==> src/rtl/logic_unit_pipe_if.sv <==
// Operand/result handshake bundle for logic_unit_pipe.
// master drives operands and consumes results; slave is the pipe.
interface logic_unit_pipe_if #(
    parameter int WIDTH = 8,
    parameter int DEPTH = 2
);
    localparam int CW = $clog2(DEPTH) + 1;

    logic [WIDTH-1:0] A;
    logic [WIDTH-1:0] B;
    logic [1:0]       OP;
    logic             IN_VALID;
    logic             IN_READY;
    logic [WIDTH-1:0] Z;
    logic             ZERO;
    logic             OUT_VALID;
    logic             OUT_READY;
    logic [CW-1:0]    COUNT;

    modport master (
        output A, B, OP, IN_VALID, OUT_READY,
        input  IN_READY, Z, ZERO, OUT_VALID, COUNT
    );

    modport slave (
        input  A, B, OP, IN_VALID, OUT_READY,
        output IN_READY, Z, ZERO, OUT_VALID, COUNT
    );
endinterface

==> src/rtl/logic_unit_pipe.sv <==
// Registered bitwise AND/OR/XOR/NOR unit with zero flag,
// buffered in a DEPTH-entry FIFO behind valid/ready.
module logic_unit_pipe #(
    parameter int WIDTH = 8,
    parameter int DEPTH = 2
) (
    input  logic              CLK,
    input  logic              RESETN,
    logic_unit_pipe_if.slave  bus
);
    localparam int PW = $clog2(DEPTH);
    localparam int CW = PW + 1;
    localparam logic [CW-1:0] FULL = CW'(DEPTH);

    typedef struct packed {
        logic             zero;
        logic [WIDTH-1:0] z;
    } ent_t;

    ent_t             mem_q [DEPTH];
    logic [PW-1:0]    wr_q, wr_d;
    logic [PW-1:0]    rd_q, rd_d;
    logic [CW-1:0]    cnt_q, cnt_d;
    logic [WIDTH-1:0] res;
    logic             push, pop;

    always_comb begin
        res = '0;
        case (bus.OP)
            2'b00:   res = bus.A & bus.B;
            2'b01:   res = bus.A | bus.B;
            2'b10:   res = bus.A ^ bus.B;
            default: res = ~(bus.A | bus.B);
        endcase
    end

    // Ready depends only on stored count, never on OUT_READY.
    assign bus.IN_READY  = (cnt_q < FULL);
    assign bus.OUT_VALID = (cnt_q != '0);
    assign bus.COUNT     = cnt_q;

    assign push = bus.IN_VALID && bus.IN_READY;
    assign pop  = bus.OUT_VALID && bus.OUT_READY;

    always_comb begin
        wr_d  = wr_q;
        rd_d  = rd_q;
        cnt_d = cnt_q;
        if (push) wr_d = wr_q + 1'b1;
        if (pop)  rd_d = rd_q + 1'b1;
        case ({push, pop})
            2'b10:   cnt_d = cnt_q + 1'b1;
            2'b01:   cnt_d = cnt_q - 1'b1;
            default: cnt_d = cnt_q;
        endcase
    end

    always_ff @(posedge CLK or negedge RESETN) begin
        if (!RESETN) begin
            wr_q  <= '0;
            rd_q  <= '0;
            cnt_q <= '0;
        end else begin
            wr_q  <= wr_d;
            rd_q  <= rd_d;
            cnt_q <= cnt_d;
        end
    end

    // Storage needs no reset: the head is masked whenever the buffer is empty.
    always_ff @(posedge CLK) begin
        if (push) begin
            mem_q[wr_q] <= '{zero: (res == '0), z: res};
        end
    end

    assign bus.Z    = bus.OUT_VALID ? mem_q[rd_q].z    : '0;
    assign bus.ZERO = bus.OUT_VALID ? mem_q[rd_q].zero : 1'b0;
endmodule

==> src/flat_wrapper.sv <==
// flat-port wrapper written by rule: the top's interface ports become plain ports
module logic_unit_pipe_flat 
#(
    parameter int WIDTH = 8,
    parameter int DEPTH = 2
)
  (CLK, RESETN, bus_A, bus_B, bus_OP, bus_IN_VALID, bus_OUT_READY, bus_IN_READY, bus_Z, bus_ZERO, bus_OUT_VALID, bus_COUNT);
  logic_unit_pipe_if #(.WIDTH(WIDTH), .DEPTH(DEPTH)) bus_i ();
  input  logic CLK;
  input  logic RESETN;
  input wire logic [$bits(bus_i.A)-1:0] bus_A;
  input wire logic [$bits(bus_i.B)-1:0] bus_B;
  input wire logic [$bits(bus_i.OP)-1:0] bus_OP;
  input wire logic [$bits(bus_i.IN_VALID)-1:0] bus_IN_VALID;
  input wire logic [$bits(bus_i.OUT_READY)-1:0] bus_OUT_READY;
  output wire logic [$bits(bus_i.IN_READY)-1:0] bus_IN_READY;
  output wire logic [$bits(bus_i.Z)-1:0] bus_Z;
  output wire logic [$bits(bus_i.ZERO)-1:0] bus_ZERO;
  output wire logic [$bits(bus_i.OUT_VALID)-1:0] bus_OUT_VALID;
  output wire logic [$bits(bus_i.COUNT)-1:0] bus_COUNT;
  assign bus_i.A = bus_A;
  assign bus_i.B = bus_B;
  assign bus_i.OP = bus_OP;
  assign bus_i.IN_VALID = bus_IN_VALID;
  assign bus_i.OUT_READY = bus_OUT_READY;
  assign bus_IN_READY = bus_i.IN_READY;
  assign bus_Z = bus_i.Z;
  assign bus_ZERO = bus_i.ZERO;
  assign bus_OUT_VALID = bus_i.OUT_VALID;
  assign bus_COUNT = bus_i.COUNT;
  logic_unit_pipe #(.WIDTH(WIDTH), .DEPTH(DEPTH)) u_core (.CLK(CLK), .RESETN(RESETN), .bus(bus_i));
endmodule
==> config.mk <==
export PLATFORM = sky130hd
export DESIGN_NAME = logic_unit_pipe_flat
export DESIGN_NICKNAME = d
export VERILOG_FILES = /design/src/rtl/logic_unit_pipe_if.sv /design/src/rtl/logic_unit_pipe.sv /design/src/flat_wrapper.sv
export SDC_FILE = /design/constraint.sdc
export NUM_CORES = 1
export LEC_CHECK = 0
export BUFFER_PORTS_ARGS = -buffer_cell sky130_fd_sc_hd__buf_2
export CORE_MARGIN = 1
export CORE_UTILIZATION = 45
export CTS_BUF_LIST = sky130_fd_sc_hd__clkbuf_8
export DETAILED_ROUTE_END_ITERATION = 8
export MAX_ROUTING_LAYER = met4
export PLACE_DENSITY_LB_ADDON = 0.1
export SYNTH_ARGS = -nofsm -noshare
export SYNTH_HDL_FRONTEND = slang
export SYNTH_SLANG_ARGS = --single-unit
==> constraint.sdc <==
create_clock -name CLK -period 3.25 [get_ports CLK]
set_clock_uncertainty 0.2 [all_clocks]
set_input_delay 0.8125 -clock CLK [delete_from_list [all_inputs] [get_ports CLK]]
set_output_delay 0.8125 -clock CLK [all_outputs]
set_load 0.01 [all_outputs]
=== Yosys cells after proc, flatten, opt, wreduce, memory -nomap -nowiden ===
Memories as Yosys holds them, arrays and structs flattened.
Cells that the tools add are included.

* Output and inout port bits: 13
* Memories: 1
* Register bits: 4
* Memory bits (writable): 18
* Input bits: 22
* Word-level logic and storage cells: 29

* $lt $le $gt $ge: 1
* Reduce and logical (&&, ||, !) cells: 6
* Equality and inequality tests: 4
* Add/sub/neg operators: 4
* Mux-type cells: 6
* Bitwise gates (word level): 4

{| class="wikitable"
|+ Memories
! memory !! words !! bits a word !! read ports !! clocked after memory_dff !! wr ports !! RTL line !! RTL
|-
| u_core.mem_q || 2 || 9 || 1 || 0 || 1 || logic_unit_pipe.sv:20 || <nowiki>ent_t mem_q [DEPTH];</nowiki>
|}

{| class="wikitable"
|+ Operators with widths
! operator !! number
|-
| $pmux W8 S3 || 1
|-
| $and A8 B8 Y8 || 1
|-
| $logic_not A8 Y1 || 1
|-
| $mux W8 || 1
|-
| $not A8 Y8 || 1
|-
| $or A8 B8 Y8 || 1
|-
| $xor A8 B8 Y8 || 1
|-
| $eq A2 B1 Y1 const B || 2
|-
| $eq A2 B2 Y1 const B || 2
|-
| $pmux W2 S2 || 1
|-
| $reduce_bool A2 Y1 || 2
|-
| $mux W1 || 3
|-
| $add A1 B1 Y1 const B || 2
|-
| $add A2 B1 Y2 const B || 1
|-
| $logic_and A1 B1 Y1 || 2
|-
| $logic_not A2 Y1 || 1
|-
| $lt A2 B2 Y1 const B || 1
|-
| $sub A2 B1 Y2 const B || 1
|}

=== Longest topological paths before layout ===
* Depth after elaboration: 4
* Depth in mapped cells: 6
* Gate-level depth less buffers: 6

=== Worst setup path before layout ===
No wires, ideal clock.

* Kind: input port to flip-flop
* Start point: input bus_B[1]
* End point: memory u_core.mem_q[0][8] in the netlist's numbering, data pin
* Setup slack: 1.029 ns
* Path buffers: 0
* Cell stages on the path: 6
* Arrival: 1.839 ns
* Data required time: 2.868 ns
* Library setup time: 0.182 ns
* Cells stage by stage: inv_1 -> ha_1 -> mux2_2 -> nand2_1 -> o2111ai_2 -> nor4_2

* Longest elaborated chain between the ends: 4
* Elaborated cells on any way between the ends: 6
* Classes of those cells: mux: 1; bitwise: 4; reduce/logical: 1

{| class="wikitable"
|+ RTL lines
! element !! RTL line !! RTL
|-
| start, declared || flat_wrapper.sv:12 || <nowiki>input wire logic [$bits(bus_i.B)-1:0] bus_B;</nowiki>
|-
| $or A8 B8 Y8 || logic_unit_pipe.sv:31, logic_unit_pipe.sv:33 ||
|-
| $not A8 Y8 || logic_unit_pipe.sv:33 || <nowiki>default: res = ~(bus.A | bus.B);</nowiki>
|-
| $pmux W8 S3 * || logic_unit_pipe.sv:29 || <nowiki>case (bus.OP)</nowiki>
|-
| $logic_not A8 Y1 * || logic_unit_pipe.sv:73 || <nowiki>mem_q[wr_q] <= '{zero: (res == '0), z: res};</nowiki>
|-
| end, declared || logic_unit_pipe.sv:20 ||
|}

Mark *: on every way between the ends. The rest lies on a longest branch, timed or not.

=== Worst setup path after layout ===
* Start point: register u_core.cnt_q[0], in the netlist u_core.bus.COUNT[0]
* End point: output bus_ZERO

* Longest elaborated chain between the ends: 2

{| class="wikitable"
|+ RTL lines
! element !! RTL line !! RTL
|-
| start, declared || logic_unit_pipe.sv:23 || <nowiki>logic [CW-1:0] cnt_q, cnt_d;</nowiki>
|-
| start signal, assigned || logic_unit_pipe.sv:66 || <nowiki>cnt_q <= cnt_d;</nowiki>
|-
| $reduce_bool A2 Y1 || logic_unit_pipe.sv:39 || <nowiki>assign bus.OUT_VALID = (cnt_q != '0);</nowiki>
|-
| $mux W1 || logic_unit_pipe.sv:78 || <nowiki>assign bus.ZERO = bus.OUT_VALID ? mem_q[rd_q].zero : 1'b0;</nowiki>
|-
| end, declared || flat_wrapper.sv:18 || <nowiki>output wire logic [$bits(bus_i.ZERO)-1:0] bus_ZERO;</nowiki>
|}

Every way passes these cells.

==> flow_summary.yaml <==
setup_path:
  crit_fanout: 11
  critPathMaxStageDelay_ns: 0.58
  worst_ep_arrival_time_ns: 1.56
  endpoint_kind: "output pin"
  worst-endpoint-required_ns: 2.24
  cpMaxStageDelayCell: "sky130_fd_sc_hd__nor2_1"
  cpMostUsedCell: "sky130_fd_sc_hd__nor2_1"
  setup.worst_path.class: "reg -> out"
  cp_launch_type: "flip-flop"
  path_cells: "nor2_1 -> nor2_1 -> buf_2"
routing:
  avgViaCountPerCell: 4.71
  wire_length_reported_by_the_detailed_router_mm: 2.17
  drt-initial-drc-count: 13
  number_of_design_rule_violations_left_after_detail_routing: 0
  ant_nets: 0
  wl_per_cell_um: 10.1
  detailedRoute.firstPassIterationCount: 3
  num_vias: 1013
synthesis:
  postSynthRegisterBits: 22
  syn-num-nets: 178
  syn_area_per_cell_um2: 10.5
  ys_seq_area_frac: 0.438
  synth.cell_area_um2: 1460
  yosys_warnings: 0
  synth_cell_type_count: 28
  count_of_mapped_cells_out_of_synthesis: 139
sta:
  rsz0062_at_grt: "no"
  clock.fmax_mhz: 388
  post-route-min-period_ns: 2.58
  final_hold_viol_count: 0
  timing_worst_slew_pin_value_ns: 0.743
  final_min_period_over_clock_period: 0.793
  setup_total_negative_slack_ns: 0
  report.final.slew_viol_count: 0
  worst_slew_margin_rel: 0.503
  setup-violations-final: 0
global_route:
  grt_util_met2: 0.248
  grt_first_pass_wirelength_mm: 3.62
  vias_in_the_first_global_route: 897
  grt.met1_usage: 0.161
  overflow: 0
  grt_busiest_layer: "met2"
  grt_max_degree: 25
  met3_usage: 0.0197
  gr-usage-all-layers: 0.145
  antenna_found_initial: 0
clock_tree:
  tritoncts: "yes"
  cts_hold_buffers: 0
  cts_num_sinks: 22
  tritoncts.num_buffers: 3
  cts.repair_timing.setup_buffer_count: 0
  cts-htree-levels: 1
  clock_latency_reported_for_the_late_side_of_the_worst_skew_pair_ns: 0.25
  cts_root_buf: "sky130_fd_sc_hd__clkbuf_8"
  clkTransAtPathRegs_ns: 0.08
  cts_resized: 0
  ctsLongestPathBuffers: 2
floorplan:
  core_area_um2: 3080
  chipWidth_um: 59.0
  area_enclosed_by_the_die_boundary_um2: 3490
  floorplan.initialDensity: 0.476
  die_h_um: 59.0
  placementRows: 20
  number_of_i_o_pins: 35
layout:
  seq_area_um2: 641
  syn2layout_area_growth_pct: 17.8
  utilization: 0.560
  finalNonFillerCells: 215
  num-nets-final: 211
  layout-drive-gt1-share: 0.263
  multiInputGateArea_um2: 719
  filler_instances: 278
  n_antenna_cell: 0
placed_design:
  dp_hpwl_mm: 1.77
  routability_driven_placement_congestion_ratio: 0.689
  port-buffer-count: 34
  placed_cells_incl_taps: 211
min_path:
  hold_path_class: "in -> async"
power:
  power_leakage_nw: 0.835
  vdd_drop_max_v: 0.000211
  powerDensity_nw_per_um2: 639
run:
  cap_violations: 0
run_status:
  run_status: "complete, no violations"
-- worst max-delay path: cells and delay by family (launching register included) --
kind	cells	cell delay, ns
flip-flops	1	0.43
buffers and inverters	1	0.17
AND/OR/NAND/NOR	2	0.71
-- cell usage after synthesis --
library cell | number | area (um^2)
sky130_fd_sc_hd__buf_2 | 2 | 10.0
sky130_fd_sc_hd__clkbuf_1 | 2 | 7.51
sky130_fd_sc_hd__mux2_4 | 3 | 45.0
sky130_fd_sc_hd__mux2i_1 | 9 | 90.1
sky130_fd_sc_hd__nand2_2 | 1 | 6.26
sky130_fd_sc_hd__xnor2_1 | 4 | 35.0
sky130_fd_sc_hd__buf_6 | 1 | 11.3
sky130_fd_sc_hd__dfrtp_1 | 4 | 100
sky130_fd_sc_hd__ha_1 | 17 | 213
sky130_fd_sc_hd__o21a_1 | 2 | 15.0
sky130_fd_sc_hd__and2b_1 | 1 | 7.51
sky130_fd_sc_hd__o21ai_0 | 8 | 40.0
sky130_fd_sc_hd__xor2_1 | 1 | 8.76
sky130_fd_sc_hd__buf_4 | 1 | 7.51
sky130_fd_sc_hd__o2111ai_2 | 1 | 15.0
sky130_fd_sc_hd__edfxtp_1 | 18 | 541
sky130_fd_sc_hd__nor2_1 | 18 | 67.6
sky130_fd_sc_hd__a211o_1 | 2 | 17.5
sky130_fd_sc_hd__mux2_2 | 1 | 11.3
sky130_fd_sc_hd__and3_1 | 1 | 6.26
sky130_fd_sc_hd__o221ai_1 | 2 | 17.5
sky130_fd_sc_hd__nor3_1 | 2 | 10.0
sky130_fd_sc_hd__inv_1 | 18 | 67.6
sky130_fd_sc_hd__mux2_1 | 2 | 22.5
sky130_fd_sc_hd__o2111ai_1 | 1 | 8.76
sky130_fd_sc_hd__nor2b_1 | 4 | 25.0
sky130_fd_sc_hd__nand2_1 | 12 | 45.0
sky130_fd_sc_hd__nor4_2 | 1 | 12.5
-- layer usage --
layer	routed length [um]	part of all wire	vias to the layer above
li1	-	-	532
met1	970	0.45	450
met2	1110	0.51	28
met3	73	0.034	3
met4	25	0.012	0
met5	0	0	-
-- through the flow --
step	total power, W	instance area [um^2]	setup slack [ns]	hold WS (ns)
2_1_floorplan	0.000729	1460	1.03	0.261
3_3_place_gp	0.000856	1650	0.828	0.277
3_5_place_dp	0.000870	1650	0.748	0.290
4_1_cts	0.00112	1720	0.634	0.137
5_1_grt	0.00117	1720	0.558	0.134
6_report	0.00110	1720	0.673	0.140
-- layout make-up --
type | instances | share of cell area
Tap cell | 44 | 0.0319
Inverter | 18 | 0.0392
Clock buffer | 3 | 0.0239
Clock inverter | 1 | 0.0174
Multi-Input combinational cell | 93 | 0.417
Sequential cell | 22 | 0.372
Timing Repair Buffer | 34 | 0.0987
-- layout by cell type (no fill, tap or decap), types with 2 or more instances in the layout --
master / synthesis / routed
sky130_fd_sc_hd__xnor2_1: 4 / 4
sky130_fd_sc_hd__nand2_1: 12 / 12
sky130_fd_sc_hd__o21a_1: 2 / 2
sky130_fd_sc_hd__inv_1: 18 / 18
sky130_fd_sc_hd__nor2b_1: 4 / 4
sky130_fd_sc_hd__ha_1: 17 / 17
sky130_fd_sc_hd__mux2_1: 2 / 2
sky130_fd_sc_hd__buf_2: 2 / 34
sky130_fd_sc_hd__nor2_1: 18 / 18
sky130_fd_sc_hd__nor3_1: 2 / 2
sky130_fd_sc_hd__mux2_4: 3 / 3
sky130_fd_sc_hd__o221ai_1: 2 / 2
sky130_fd_sc_hd__a211o_1: 2 / 2
sky130_fd_sc_hd__edfxtp_1: 18 / 18
sky130_fd_sc_hd__dfrtp_1: 4 / 4
sky130_fd_sc_hd__o21ai_0: 8 / 8
sky130_fd_sc_hd__mux2i_1: 9 / 9
sky130_fd_sc_hd__clkbuf_8: 0 / 3
-- flip-flops by register name, indices dropped and copies added (netlist names) --
signal,cells
u_core.mem_q,18
u_core.bus.COUNT,2
u_core.rd_q,1
u_core.wr_q,1
-- path summary, 6_finish.rpt --
| path | cells after the start | slack, ns | start | to |
|---|---|---|---|---|
| setup / recovery | 3 | 0.67 | u_core.bus.COUNT[0] | bus_ZERO |
| hold / removal | 1 | 0.14 | RESETN | u_core.rd_q |
| setup reg to reg | 5 | 1.18 | u_core.bus.COUNT[0] | u_core.bus.COUNT[1] |
| hold reg to reg | 1 | 0.29 | u_core.wr_q | u_core.wr_q |
| max in group asynchronous | 1 | 2.59 | RESETN | u_core.bus.COUNT[1] |
| min in group CLK | 1 | 0.29 | u_core.wr_q | u_core.wr_q |
-- power by group --
part,internal (W),switching (W)
logic,0.000192,0.000223
clock network,0.000164,0.0000826
registers,0.000385,0.0000547
-- kinds of logic (layout without fill, tap and decap cells) --
logic type               count (synthesis)  count (layout)  synth area share
AND/OR/NAND/NOR                         40              40             0.123
buffers and inverters                   24              56            0.0709
flip-flops                              22              22             0.438
adder cells (fa/ha/maj)                 17              17             0.145
AO/OA/AOI/OAI                           16              16            0.0778
multiplexers                            15              15             0.115
XOR/XNOR                                 5               5            0.0299
(Power assumes the default switching activity.)
